### config.mk
export PLATFORM = sky130hd
export DESIGN_NAME = instr_fetch_queue
export DESIGN_NICKNAME = d
export VERILOG_FILES = /design/src/rtl/fetch_pkg.sv /design/src/rtl/fetch_fifo.sv /design/src/rtl/instr_fetch_queue.sv
export SDC_FILE = /design/constraint.sdc
export NUM_CORES = 1
export LEC_CHECK = 0
export CAP_MARGIN = 30
export CORE_MARGIN = 1
export CORE_UTILIZATION = 40
export CTS_BUF_LIST = sky130_fd_sc_hd__clkbuf_4
export CTS_CLUSTER_DIAMETER = 150
export CTS_CLUSTER_SIZE = 20
export DETAILED_ROUTE_END_ITERATION = 8
export PLACE_DENSITY_LB_ADDON = 0.3
export SLEW_MARGIN = 20
export SYNTH_ARGS = -nofsm -noshare
export SYNTH_HDL_FRONTEND = slang
export SYNTH_SLANG_ARGS = --single-unit
### constraint.sdc
create_clock -name clk -period 10.2 [get_ports clk]
set_clock_uncertainty 0.05 [all_clocks]
set_input_delay 1.02 -clock clk [delete_from_list [all_inputs] [get_ports clk]]
set_output_delay 1.02 -clock clk [all_outputs]
set_load 0.01 [all_outputs]
### src/rtl/fetch_pkg.sv
// Shared types and constants for the instruction fetch queue slice.
// The entry and counter typedefs are sized from the default configuration below.
package fetch_pkg;

  localparam int FETCH_AW    = 8;
  localparam int FETCH_DW    = 32;
  localparam int FETCH_DEPTH = 4;
  localparam int PC_INCR     = 4;
  localparam int CNT_W       = $clog2(FETCH_DEPTH) + 1;

  typedef logic [CNT_W-1:0] fetch_cnt_t;

  typedef struct packed {
    logic [FETCH_AW-1:0] pc;
    logic [FETCH_DW-1:0] instr;
  } fetch_entry_t;

endpackage

### src/rtl/fetch_fifo.sv
// Synchronous FIFO with flush and empty/full/count status; read data is the
// current head (show-ahead). DEPTH must be a power of two.
module fetch_fifo #(
  parameter int WIDTH = 8,
  parameter int DEPTH = 4
) (
  input  logic                     clk,
  input  logic                     rst_n,
  input  logic                     flush,
  input  logic                     push,
  input  logic [WIDTH-1:0]         wdata,
  input  logic                     pop,
  output logic [WIDTH-1:0]         rdata,
  output logic                     empty,
  output logic                     full,
  output logic [$clog2(DEPTH):0]   count
);

  localparam int PW = $clog2(DEPTH);

  logic [WIDTH-1:0] mem [DEPTH];
  logic [PW:0]      wr_ptr;
  logic [PW:0]      rd_ptr;
  logic             do_push;
  logic             do_pop;

  // Pointers carry one extra wrap bit so full and empty are distinguishable.
  assign count   = wr_ptr - rd_ptr;
  assign empty   = (count == '0);
  assign full    = (count == (PW+1)'(DEPTH));
  assign rdata   = mem[rd_ptr[PW-1:0]];
  assign do_push = push && !full && !flush;
  assign do_pop  = pop && !empty && !flush;

  always_ff @(posedge clk or negedge rst_n) begin
    if (!rst_n) begin
      wr_ptr <= '0;
      rd_ptr <= '0;
    end else if (flush) begin
      wr_ptr <= '0;
      rd_ptr <= '0;
    end else begin
      if (do_push) wr_ptr <= wr_ptr + 1'b1;
      if (do_pop)  rd_ptr <= rd_ptr + 1'b1;
    end
  end

  always_ff @(posedge clk) begin
    if (do_push) mem[wr_ptr[PW-1:0]] <= wdata;
  end

endmodule

### src/rtl/instr_fetch_queue.sv
// Fetch front end: owns the PC, issues in-order imem requests, queues {pc, instr}
// for decode and drops stale responses after a redirect. FETCH_BYPASS_EN adds a 0-cycle empty-queue path.
module instr_fetch_queue
  import fetch_pkg::*;
#(
  parameter int                       ADDRESS_WIDTH = FETCH_AW,
  parameter int                       DATA_WIDTH    = FETCH_DW,
  parameter int                       DEPTH         = FETCH_DEPTH,
  parameter logic [ADDRESS_WIDTH-1:0] RESET_PC      = '0
) (
  input  logic                     clk,
  input  logic                     rst_n,
  input  logic                     redirect_valid,
  input  logic [ADDRESS_WIDTH-1:0] redirect_pc,
  output logic                     imem_req_valid,
  input  logic                     imem_req_ready,
  output logic [ADDRESS_WIDTH-1:0] imem_req_addr,
  input  logic                     imem_rsp_valid,
  input  logic [DATA_WIDTH-1:0]    imem_rsp_data,
  output logic                     out_valid,
  input  logic                     out_ready,
  output logic [ADDRESS_WIDTH-1:0] out_pc,
  output logic [DATA_WIDTH-1:0]    out_instr
);

  localparam int CW = $clog2(DEPTH) + 1;

  logic [ADDRESS_WIDTH-1:0] fetch_pc;
  fetch_cnt_t               live_cnt;
  fetch_cnt_t               drop_cnt;
  fetch_cnt_t               q_count;
  fetch_cnt_t               pend_count;
  logic [CW+1:0]            in_use;
  logic                     q_empty;
  logic                     q_full;
  logic                     pend_empty;
  logic                     pend_full;
  fetch_entry_t             q_wdata;
  fetch_entry_t             q_rdata;
  logic [ADDRESS_WIDTH-1:0] pend_pc;
  logic                     req_fire;
  logic                     rsp_live;
  logic                     rsp_drop;
  logic                     q_push;
  logic                     q_pop;
  logic                     bypass_show;
  logic                     bypass_take;

  // Every slot is accounted for: requests in flight, stale ones to drop, and buffered words.
  assign in_use         = (CW+2)'(live_cnt) + (CW+2)'(drop_cnt) + (CW+2)'(q_count);
  assign imem_req_valid = rst_n && !redirect_valid && (in_use < (CW+2)'(DEPTH));
  assign imem_req_addr  = fetch_pc;
  assign req_fire       = imem_req_valid && imem_req_ready;

  assign rsp_live = imem_rsp_valid && (drop_cnt == '0);
  assign rsp_drop = imem_rsp_valid && (drop_cnt != '0);

`ifdef FETCH_BYPASS_EN
  assign bypass_show = q_empty && rsp_live && !redirect_valid;
`else
  assign bypass_show = 1'b0;
`endif
  assign bypass_take = bypass_show && out_ready;

  assign q_wdata = '{pc: pend_pc, instr: imem_rsp_data};
  assign q_push  = rsp_live && !redirect_valid && !bypass_take;
  assign q_pop   = !q_empty && out_ready && !redirect_valid;

  always_comb begin
    out_valid = !q_empty;
    out_pc    = q_empty ? '0 : q_rdata.pc;
    out_instr = q_empty ? '0 : q_rdata.instr;
    if (bypass_show) begin
      out_valid = 1'b1;
      out_pc    = pend_pc;
      out_instr = imem_rsp_data;
    end
  end

  // A redirect discards whatever is still owed by memory, minus the response landing now.
  always_ff @(posedge clk or negedge rst_n) begin
    if (!rst_n) begin
      fetch_pc <= RESET_PC;
      live_cnt <= '0;
      drop_cnt <= '0;
    end else if (redirect_valid) begin
      fetch_pc <= {redirect_pc[ADDRESS_WIDTH-1:2], 2'b00};
      live_cnt <= '0;
      drop_cnt <= drop_cnt + live_cnt - fetch_cnt_t'(imem_rsp_valid);
    end else begin
      if (req_fire) fetch_pc <= fetch_pc + ADDRESS_WIDTH'(PC_INCR);
      live_cnt <= live_cnt + fetch_cnt_t'(req_fire) - fetch_cnt_t'(rsp_live);
      drop_cnt <= drop_cnt - fetch_cnt_t'(rsp_drop);
    end
  end

  fetch_fifo #(
    .WIDTH (ADDRESS_WIDTH),
    .DEPTH (DEPTH)
  ) u_pending (
    .clk   (clk),
    .rst_n (rst_n),
    .flush (redirect_valid),
    .push  (req_fire),
    .wdata (fetch_pc),
    .pop   (rsp_live),
    .rdata (pend_pc),
    .empty (pend_empty),
    .full  (pend_full),
    .count (pend_count)
  );

  fetch_fifo #(
    .WIDTH ($bits(fetch_entry_t)),
    .DEPTH (DEPTH)
  ) u_queue (
    .clk   (clk),
    .rst_n (rst_n),
    .flush (redirect_valid),
    .push  (q_push),
    .wdata (q_wdata),
    .pop   (q_pop),
    .rdata (q_rdata),
    .empty (q_empty),
    .full  (q_full),
    .count (q_count)
  );

endmodule

# Yosys cells after proc, flatten, opt, wreduce, memory -nomap -nowiden
# Memories as Yosys holds them, arrays and structs flattened.
# Index checks and enable logic that the tools add are counted.
[classes] addsub=14 n_lt_le_gt_ge=1 eq_ne=2 mux=18 reduce_logical=30
[ops] cell="$mux 32" count=1
[ops] cell="$mux 3" count=10
[ops] cell="$mux 8" count=3
[ops] cell="$logic_and 1x1->1" count=16
[ops] cell="$add 3x1->3 const B" count=4
[ops] cell="$reduce_bool 2->1" count=5
[ops] cell="$logic_not 3->1" count=3
[ops] cell="$sub 3x1->3" count=3
[ops] cell="$add 8x3->8 const B" count=1
[ops] cell="$eq 3x3->1 const B" count=2
[ops] cell="$sub 3x3->3" count=2
[ops] cell="$add 4x3->5" count=1
[ops] cell="$logic_not 1->1" count=5
[ops] cell="$lt 5x3->1 const B" count=1
[ops] cell="$add 3x3->4" count=1
[ops] cell="$mux 1" count=4
[ops] cell="$add 3x1->3" count=1
[ops] cell="$add 3x3->3" count=1
[ops] cell="$reduce_bool 3->1" count=1
[word_totals] register_bits=26 ramBits=192 inputBits=46 output_inout_bits=50 mem_count=2
[mem_list] name="u_queue.mem" words=4 width=40 rd=1 rd_ports_with_merged_regs=0 write_ports=1 line_no="fetch_fifo.sv:21" text="logic [WIDTH-1:0] mem [DEPTH];"
[mem_list] name="u_pending.mem" words=4 width=8 rd=1 rd_ports_with_merged_regs=0 write_ports=1 line_no="fetch_fifo.sv:21"

# Longest topological paths before layout
[depth] word_depth=9 ltp_mapped=18 mapped_depth_nobuf=18

# Modules after synthesis
# From an unflattened synthesis, not the netlist that was laid out.
[hier_totals] hier_cells=510 area_unflattened_um2=9210.1
[modules_own_cells] mod="fetch_fifo (u_queue)" n_inst=1 cells_per_inst=262 area_per_inst_um2=6271.0
[modules_own_cells] mod="fetch_fifo (u_pending)" n_inst=1 cells_per_inst=95 area_per_inst_um2=1664.1
[modules_own_cells] mod="instr_fetch_queue" n_inst=1 cells_per_inst=153 area_per_inst_um2=1275.0

# Least setup slack after synthesis
# OpenSTA, ideal clock, no wires.
[synth_path] kind="flip-flop to flip-flop" startpoint="reg u_queue.wr_ptr[0]" endpoint="reg live_cnt[2]" arrival_time_ns=4.051 t_required_ns=10.018 setup_slack_ns=5.967 path_stages_with_launch=19 path_buffers=0 path_cell_list="dfrtp_1 inv_1 ha_1 fa_1 xor3_1 fa_1 inv_1 fa_1 nor3b_2 o2111ai_4 nor3_2 inv_1 ha_1 inv_1 ha_1 inv_1 fa_1 xnor2_1 nor2_1"
[synth_between] elab_chain_len=8
[synth_lines] item="start, declared" line_no="fetch_fifo.sv:22" text="logic [PW:0] wr_ptr;"
[synth_lines] item="start signal, assigned" line_no="fetch_fifo.sv:43" text="if (do_push) wr_ptr <= wr_ptr + 1'b1;"
[synth_lines] item="$sub 3x3->3" line_no="fetch_fifo.sv:28" text="assign count = wr_ptr - rd_ptr;"
[synth_lines] item="$add 4x3->5" line_no="instr_fetch_queue.sv:50" text="assign in_use = (CW+2)'(live_cnt) + (CW+2)'(drop_cnt) + (CW+2)'(q_count);"
[synth_lines] item="$lt 5x3->1" line_no="instr_fetch_queue.sv:51" text="assign imem_req_valid = rst_n && !redirect_valid && (in_use < (CW+2)'(DEPTH));"
[synth_lines] item="$logic_and 1x1->1" line_no="instr_fetch_queue.sv:51"
[synth_lines] item="$logic_and 1x1->1" line_no="instr_fetch_queue.sv:53" text="assign req_fire = imem_req_valid && imem_req_ready;"
[synth_lines] item="$add 3x1->3" line_no="instr_fetch_queue.sv:92" text="live_cnt <= live_cnt + fetch_cnt_t'(req_fire) - fetch_cnt_t'(rsp_live);"
[synth_lines] item="$sub 3x1->3" line_no="instr_fetch_queue.sv:92"
[synth_lines] item="$mux 3" line_no="instr_fetch_queue.sv:86" text="end else if (redirect_valid) begin"
[synth_lines] item="end signal, assigned" line_no="instr_fetch_queue.sv:92"
[synth_lines] item="end, declared" line_no="instr_fetch_queue.sv:29" text="fetch_cnt_t live_cnt;"
# Every way passes these cells.
# A chain may end at the register's enable or synchronous reset.

# Worst setup path after layout
[layout_path] startpoint="reg u_queue.rd_ptr[1]" endpoint="out imem_req_valid"
[layout_between] elab_chain_len=4
[layout_lines] item="start, declared" line_no="fetch_fifo.sv:23" text="logic [PW:0] rd_ptr;"
[layout_lines] item="start signal, assigned" line_no="fetch_fifo.sv:44" text="if (do_pop) rd_ptr <= rd_ptr + 1'b1;"
[layout_lines] item="$sub 3x3->3" line_no="fetch_fifo.sv:28"
[layout_lines] item="$add 4x3->5" line_no="instr_fetch_queue.sv:50"
[layout_lines] item="$lt 5x3->1" line_no="instr_fetch_queue.sv:51"
[layout_lines] item="$logic_and 1x1->1" line_no="instr_fetch_queue.sv:51"
[layout_lines] item="end, declared" line_no="instr_fetch_queue.sv:15" text="output logic imem_req_valid,"
# Every way passes these cells.

==> metrics <==
H-Tree Depth=4; max layer used=met4; post-synthesis cell type count=39; WL/cell=17.8 µm; post-layout net count=626; Flop pwr share=0.463; vias in the first global route=4482; Post-synth top cells=edfxtp_1 (176), and2_1 (46), mux4_2 (44), dfrtp_1 (24), ha_1 (24); DR WL met2=7590 µm; clk slew on worst S/H paths=150 ps; PwrDens=210 mW/mm²; die area=0.0216 mm²; Post-CTS Setup Repair Bufs=0; routed vias/inst=4.94; CP max stage delay=630 ps; Comb power frac=0.341; total iterations of the first detailed-routing run=4; worst hold slack=469 ps; crit-path most repeated cell=fa_1; crit path kind=flop to primary output; first-pass GRT wire length=23800 µm; Yosys top cell by area=edfxtp_1; Synth-to-Final Area Change=18.8%; Placer Congestion=0.751; Period minus WS final=5270 ps; drt drc=0; crit-path max FO=17; final setup TNS=0 ps; final hold vios=0; Mapped Area=0.00839 mm²; peak supply drop=0.128 mV; largest net degree at the start of global routing=42; num ports=96; # setup viols final=0; All-Layer GR Usage=0.148; Tot Pwr=2.10 mW; Die Wd=147 µm; Hold WC Path Type=flop to flop; post-synthesis sequential area ratio=0.701; Root Buffer=clkbuf_4; Yosys reg bits=200; required time worst endpoint=9130 ps; startpoint types=flop; MaxCap Viol Count=0; P_sw=0.649 mW; Clock Latency Late Sink=560 ps; Clock Tree Buf Depth=2; Core Area=0.0204 mm²; CP Buf/Inv Count=2; most common cell in the netlist=edfxtp_1; Post-synth EDFFs=176; share of cells above drive strength 1=0.169; Synth Flop Type=edfxtp_1; initial drt markers=278; WP data arrival=4200 ps; Synth Instances=452; status=completed; FP Rows=52; post-synth top area share=0.630; unrepaired setup endpoints after global routing=false; final WL=14800 µm; final global-route overflow total=0; Yosys warning count=0; Slew headroom=0.455; Sw Ratio=0.309; clk sinks=200; synthesized area per cell=18.6 µm²; wl on met1=6380 µm; top cells by area, synth=edfxtp_1 (63%), mux4_2 (12%), dfrtp_1 (7.2%); TritonCTS Buffers=17; Async SR Flop Fraction=0.120; Critical Path End Type=primary output; Detail Route met3 WL=758 µm; Pint=1.45 mW; Initial Utilization=0.411; Final Max Slew Viols=0; LEAKAGE=3.32 nW; initial antenna violation count=2; hold-fix buffers at CTS=0; HPWL after DPL=9470 µm; Post-CTS Resized=0; Largest delay share family, worst path=adder cells; Fill cells=1703; chip height=147 µm; via count=4112; ordered cell list for the critical path=fa_1 -> xor3_1 -> fa_1 -> inv_1 -> fa_1 -> nor3b_2 -> o2111ai_4 -> nor2_1 -> clkdlybuf4s50_1; Crit-path slowest cell=dfrtp_2; proportion of power drawn by the clock network=0.196; Buffers on Ports=89; Routed Antenna Nets=0; Worst Tran Pin Value=818 ps; fmax=190 MHz; CTS tree=yes; crit share post-route=0.517
[worst paths after layout]
path / start / end / slack (ps) / depth (start not counted)
max reg2reg: u_queue.rd_ptr[1] / live_cnt[2] / 5620 / 16
max in group asynchronous: rst_n / u_queue.rd_ptr[1] / 9070 / 2
max: u_queue.rd_ptr[1] / imem_req_valid / 4930 / 9
min reg2reg: u_pending.wr_ptr[2] / u_pending.wr_ptr[2] / 470 / 1
min in group asynchronous: rst_n / imem_req_addr[4] / 760 / 2
min: u_pending.wr_ptr[2] / u_pending.wr_ptr[2] / 470 / 1
[cell usage in the layout, fill, tap and decap left out, types with 2 or more instances in the layout]
cell             count
a21oi_1              3
and2_1              42
and2_2               4
buf_12               3
buf_16               2
buf_4                3
clkbuf_4            17
clkdlybuf4s50_1     89
clkinv_1             2
clkinv_8             4
clkinvlp_4           3
conb_1               4
dfrtp_1             22
dfrtp_2              2
edfxtp_1           176
fa_1                 6
ha_1                24
inv_1               17
inv_6                5
mux2i_1              6
mux4_2              44
nand2_1             17
nand3_1              3
nor2_1              16
nor2b_1              4
nor4_1               3
o21ai_0              6
o21ai_1              2
xnor2_1             11
xor2_1               7
[routing by layer]
metal | global-route usage | vias to the layer above
met2 | 0.258 | 89
met4 | 0.0281 | 0
met1 | 0.181 | 2103
li1 | - | 1914
met3 | 0.0469 | 6
met5 | 0 | -
[registers in the layout (all words and copies together), names as in the netlist]
signal / count
u_queue.rd_ptr: 3
u_pending.mem: 24
u_pending.rd_ptr: 3
u_queue.wr_ptr: 3
live_cnt: 3
imem_req_addr: 6
u_queue.mem: 152
u_pending.wr_ptr: 3
drop_cnt: 3
[layout make-up]
| type | count | area (µm²) | share of cell area |
|---|---|---|---|
| antenna | 1 | 2.50 | 0.000251 |
| clock inverter | 14 | 165 | 0.0166 |
| tap | 270 | 338 | 0.0339 |
| clock buffer | 17 | 128 | 0.0128 |
| sequential | 200 | 5890 | 0.591 |
| timing repair buffer | 97 | 1030 | 0.103 |
| inverter | 18 | 67.6 | 0.00678 |
| multi-input combinational | 216 | 2350 | 0.236 |
[through the flow]
| step | cells | area, µm² | util | setup slack [ps] |
|---|---|---|---|---|
| 2_1_floorplan | 455 | 8400 | - | 5970 |
| 3_3_place_gp | 796 | 9560 | 0.468 | 5170 |
| 3_5_place_dp | 801 | 9670 | 0.473 | 5530 |
| 4_1_cts | 832 | 9970 | 0.488 | 4840 |
| 5_1_grt | 832 | 9970 | 0.488 | 4670 |
| 6_report | 833 | 9970 | 0.488 | 4930 |
[logic make-up (layout without fill, tap and decap cells)]
logic type	after synthesis	after routing	synth area share
buf+inv	39	146	0.0206
xor+xnor	19	19	0.0216
fa+ha+maj	30	30	0.0501
flops	200	200	0.701
mux	50	50	0.125
other cells	1	5	0.000447
simple gates	96	96	0.0637
compound gates	17	17	0.0171
[power by group through the flow]
stage | clock (mW) | sequential [mW] | combinational (mW)
after CTS | 0.424 | 0.972 | 0.728
after floorplan | 0 | 0.977 | 0.422
after detailed placement | 0 | 0.991 | 0.725
after global placement | 0 | 0.997 | 0.701
after global routing | 0.456 | 0.978 | 0.786
final | 0.411 | 0.972 | 0.715
Note: power is estimated with default switching activity, not from simulation.
